<file path="config.mk">
export PLATFORM = sky130hd
export DESIGN_NAME = decoder_2_4
export DESIGN_NICKNAME = d
export VERILOG_FILES = /design/src/rtl/decoder_2_4.sv
export SDC_FILE = /design/constraint.sdc
export NUM_CORES = 1
export LEC_CHECK = 0
export CAP_MARGIN = 10
export CORE_AREA = 8 8 45 47
export DETAILED_ROUTE_END_ITERATION = 8
export DIE_AREA = 0 0 53 55
export PLACE_DENSITY_LB_ADDON = 0.1
export SYNTH_ARGS = -nofsm -noshare
export SYNTH_HDL_FRONTEND = slang
export SYNTH_SLANG_ARGS = --single-unit
</file>
<file path="constraint.sdc">
create_clock -name clk -period 0.8 [get_ports clk]
set_clock_uncertainty 0.15 [all_clocks]
set_input_delay 0.24 -clock clk [delete_from_list [all_inputs] [get_ports clk]]
set_output_delay 0.24 -clock clk [all_outputs]
set_load 0.02 [all_outputs]
</file>
<file path="src/rtl/decoder_2_4.sv">
// 2-to-4 line decoder with enable.
// Provides a combinational one-hot (or one-cold) output and a registered copy
// qualified by a registered enable.
module decoder_2_4 #(
   // 1: outputs are one-cold (all bits inverted); 0: one-hot
   parameter bit OUT_ACTIVE_LOW = 1'b0
) (
   input  logic       clk,
   input  logic       rst,
   input  logic [1:0] e,
   input  logic       en,
   output logic [3:0] d,
   output logic [3:0] d_q,
   output logic       valid_q
);

   // Pattern seen on d/d_q when nothing is selected
   localparam logic [3:0] IdlePattern = OUT_ACTIVE_LOW ? 4'b1111 : 4'b0000;
   // XOR mask that turns the one-hot decode into the configured sense
   localparam logic [3:0] SenseMask   = {4{OUT_ACTIVE_LOW}};

   logic [3:0] onehot;

   // Decode every {en, e} combination explicitly so no X can reach d
   always_comb begin
      onehot = 4'b0000;
      case ({en, e})
         3'b000:  onehot = 4'b0000;
         3'b001:  onehot = 4'b0000;
         3'b010:  onehot = 4'b0000;
         3'b011:  onehot = 4'b0000;
         3'b100:  onehot = 4'b0001;
         3'b101:  onehot = 4'b0010;
         3'b110:  onehot = 4'b0100;
         3'b111:  onehot = 4'b1000;
         default: onehot = 4'b0000;
      endcase
   end

   // Apply output sense; independent of clk and rst
   always_comb begin
      d = onehot ^ SenseMask;
   end

   // Capture the decoded value and its qualifier; reset forces the idle pattern
   always_ff @(posedge clk or posedge rst) begin
      if (rst) begin
         d_q     <= IdlePattern;
         valid_q <= 1'b0;
      end else begin
         d_q     <= d;
         valid_q <= en;
      end
   end

endmodule

</file>
; Yosys cells after proc, flatten, opt, wreduce, memory -nomap -nowiden
; Memory sizes are Yosys's and may differ from the RTL's.
; Cells that the tools add are included.
[totals]
regBits = 5
rom_bits = 32
inputBits = 5
output_inout_bits = 9
elab_cells = 3
n_memories = 1
[mem_list]
columns = name, depth, width, rd, rd_clocked_by_memory_dff, write_ports, line_no
row1 = (name not given), 8, 4, 1, 0, 0, 27  ; case ({en, e})

; Logic depth before layout (Yosys ltp)
; An unclocked memory read counts as a cell.
[logic_depth]
depth_word = 1
depth_mapped = 1
mapped_depth_nobuf = 1

; Worst setup path after synthesis
; No wires, ideal clock.
[synth_path]
kind = input port to output port
startpoint = input e[0]
endpoint = output d[0]
t_arrival_ns = 0.600
t_required_ns = 0.410
slack_ns = -0.190
stages = 1
path_buffers = 0
cell_sequence = nor3b_2
[synth_via]
elab_chain_cells = 1
[synth_lines]
columns = item, line_no
row1 = "start, declared", 10  ; input logic [1:0] e,
row2 = memory read (8 x 4 bit), -
row3 = "end, declared", 12  ; output logic [3:0] d,
; Every way passes these cells.

; Worst setup path after layout
[layout_path]
startpoint = register d_q[3]
endpoint = output d_q[3]
[layout_rtl]
columns = item, line_no
row1 = "start, declared", 13  ; output logic [3:0] d_q,
row2 = "start signal, assigned", 48  ; d_q <= IdlePattern;
; No word-level cell between the ends.

==> results.tsv <==
metric	value	unit
port_buffers	13	
timing.final.ws_setup	-319	ps
core_area	1380	µm²
die_w	53	µm
holdCritPathClass	in -> reg	
place_congestion	0.643	
drc	0	
boundaryPins	14	
post_drt_wl_per_cell	9.82	µm
cts.sinks	5	
crit_arrival	730	ps
setup_viol	9	
nets	35	
cts-htree-levels	1	
violations	hold timing, setup timing	
setup.worst_path.start_class	register	
finalPower	0.000667	W
holdWs	-29.0	ps
ant_nets	0	
drive_gt1_frac	0.724	
slew_headroom	0.880	
cts_tree	built	
dr_total_vias	143	
ys_types	5	
crit_family	flip-flops	
grt_usage	0.0367	
clk_path_buf_depth	2	
maxSlewViolCount	0	
grt_pass1_wl	655	µm
routed_wl	442	µm
die_h	55	µm
place_hpwl	377	µm
synth_top_cells_by_area	dfrtp_1 75%, and3b_1 11%, nor3b_2 7.5%	
cts_buffers	3	
fmax	894	MHz
syn-num-nets	15	
cp-endpoint	d_q[3]	
tightestPinTransition	179	ps
crit_fanout	1	
synth_area_per_cell	16.6	µm²
critPathSlowestCell	dfrtp_1	
start_util	0.120	
p_leak	0.201	nW
max_stage_delay	370	ps
clkSlewWorstSetupHoldPaths	40	ps
ys_seq_elements	5	
synth_top_area_cell	dfrtp_1	
viasPerCell	3.18	
dieArea	2920	µm²
path_depth	1	
grt_max_degree	6	
yosysTopAreaCellShare	0.752	
netlist_instances	10	
crit_type	reg -> out	
hold_violations	1	
antenna_found_initial	0	
area_growth	138	%
cp_cell_sequence	buf_6	
status	finished with violations	
first_global_vias	161	
stdcell_area	397	µm²
synth.cell_area	166	µm²
post-route-min-period	1120	ps
grt-ovfl-total	0	
power_per_cell_area	1680	nW/µm²
rsz0062_at_grt	yes	
insertedDiodeCount	0	
root_buffer	clkbuf_4	
worstPathRequired	410	ps
synth-seq-area-share	0.752	
drtPass1Iterations	1	
dr.first_iter.drc_count	0	
period_share	1.40	
crit_buf_inv	1	
startpoint	d_q[3]	
dpl_cell_area	329	µm²
peakVddDrop	365	µV
yosysWarnings	0	
maxCapViolCount	0	
critPathCaptureType	output port	
final_util	0.287	
placement_rows	14	
-- per-layer routing --
metal | global-route usage | up-vias | share of wire
met1 | 0.0215 | 60 | 0.30
met2 | 0.0469 | 11 | 0.45
li1 | - | 70 | -
met4 | 0.0905 | 0 | 0.061
met5 | 0 | - | 0
met3 | 0.0214 | 2 | 0.18
-- worst min-delay path by stage --
stage                     start  endpoint  cells past startpoint
after floorplan             rst    d_q[0]                      1
after global placement      rst    d_q[3]                      2
after detailed placement    rst    d_q[1]                      2
after CTS                    en   valid_q                      1
after global routing         en   valid_q                      1
final                        en   valid_q                      1
-- final cells by class --
type	count	area, µm²
clock buffer	4	26.3
fill	151	987
inverter	1	3.75
multi-input combinational	4	50.0
sequential	5	125
tap	16	20.0
timing repair buffer	15	171
-- metrics by stage --
stage | instances | TNS [ps] | worst slack (ps)
2_1_floorplan | 10 | -424 | -124
6_report | 45 | -2680 | -319
4_1_cts | 45 | -2760 | -330
3_3_place_gp | 39 | -9380 | -1220
3_5_place_dp | 39 | -9480 | -1230
5_1_grt | 45 | -2910 | -350
-- synth_stat cells --
| cell type | number |
|---|---|
| inv_1 | 1 |
| and3b_1 | 2 |
| nor3b_2 | 1 |
| and3_2 | 1 |
| dfrtp_1 | 5 |
-- cell usage in the layout (no fill, tap or decap), drive strengths merged --
cell / count
clkdlybuf4s50: 1
inv: 1
nor3b: 1
buf: 14
and3b: 2
dfrtp: 5
clkbuf: 4
and3: 1
-- what timing repair did --
item	CTS	global route
gates resized for setup	75	0
endpoints found under the setup margin	13	9
hold endpoints to repair	1	1
buffers inserted	2	0
pin swaps	3	0
-- where the power goes --
part	switching (W)	internal [W]	leakage, nW	total, W
Sequential	0.00000436	0.000264	0.0655	0.000269
Clock	0.0000859	0.000187	0.0150	0.000273
Combinational	0.0000517	0.0000735	0.120	0.000125
-- kinds of logic after synthesis --
logic type	synth area share
buf+inv	0.0225
simple gates	0.226
flops	0.752
-- registers in the layout, summed over array words and instances (netlist names) --
signal,cells
valid_q,1
d_q,4
(Power assumes the default switching activity.)
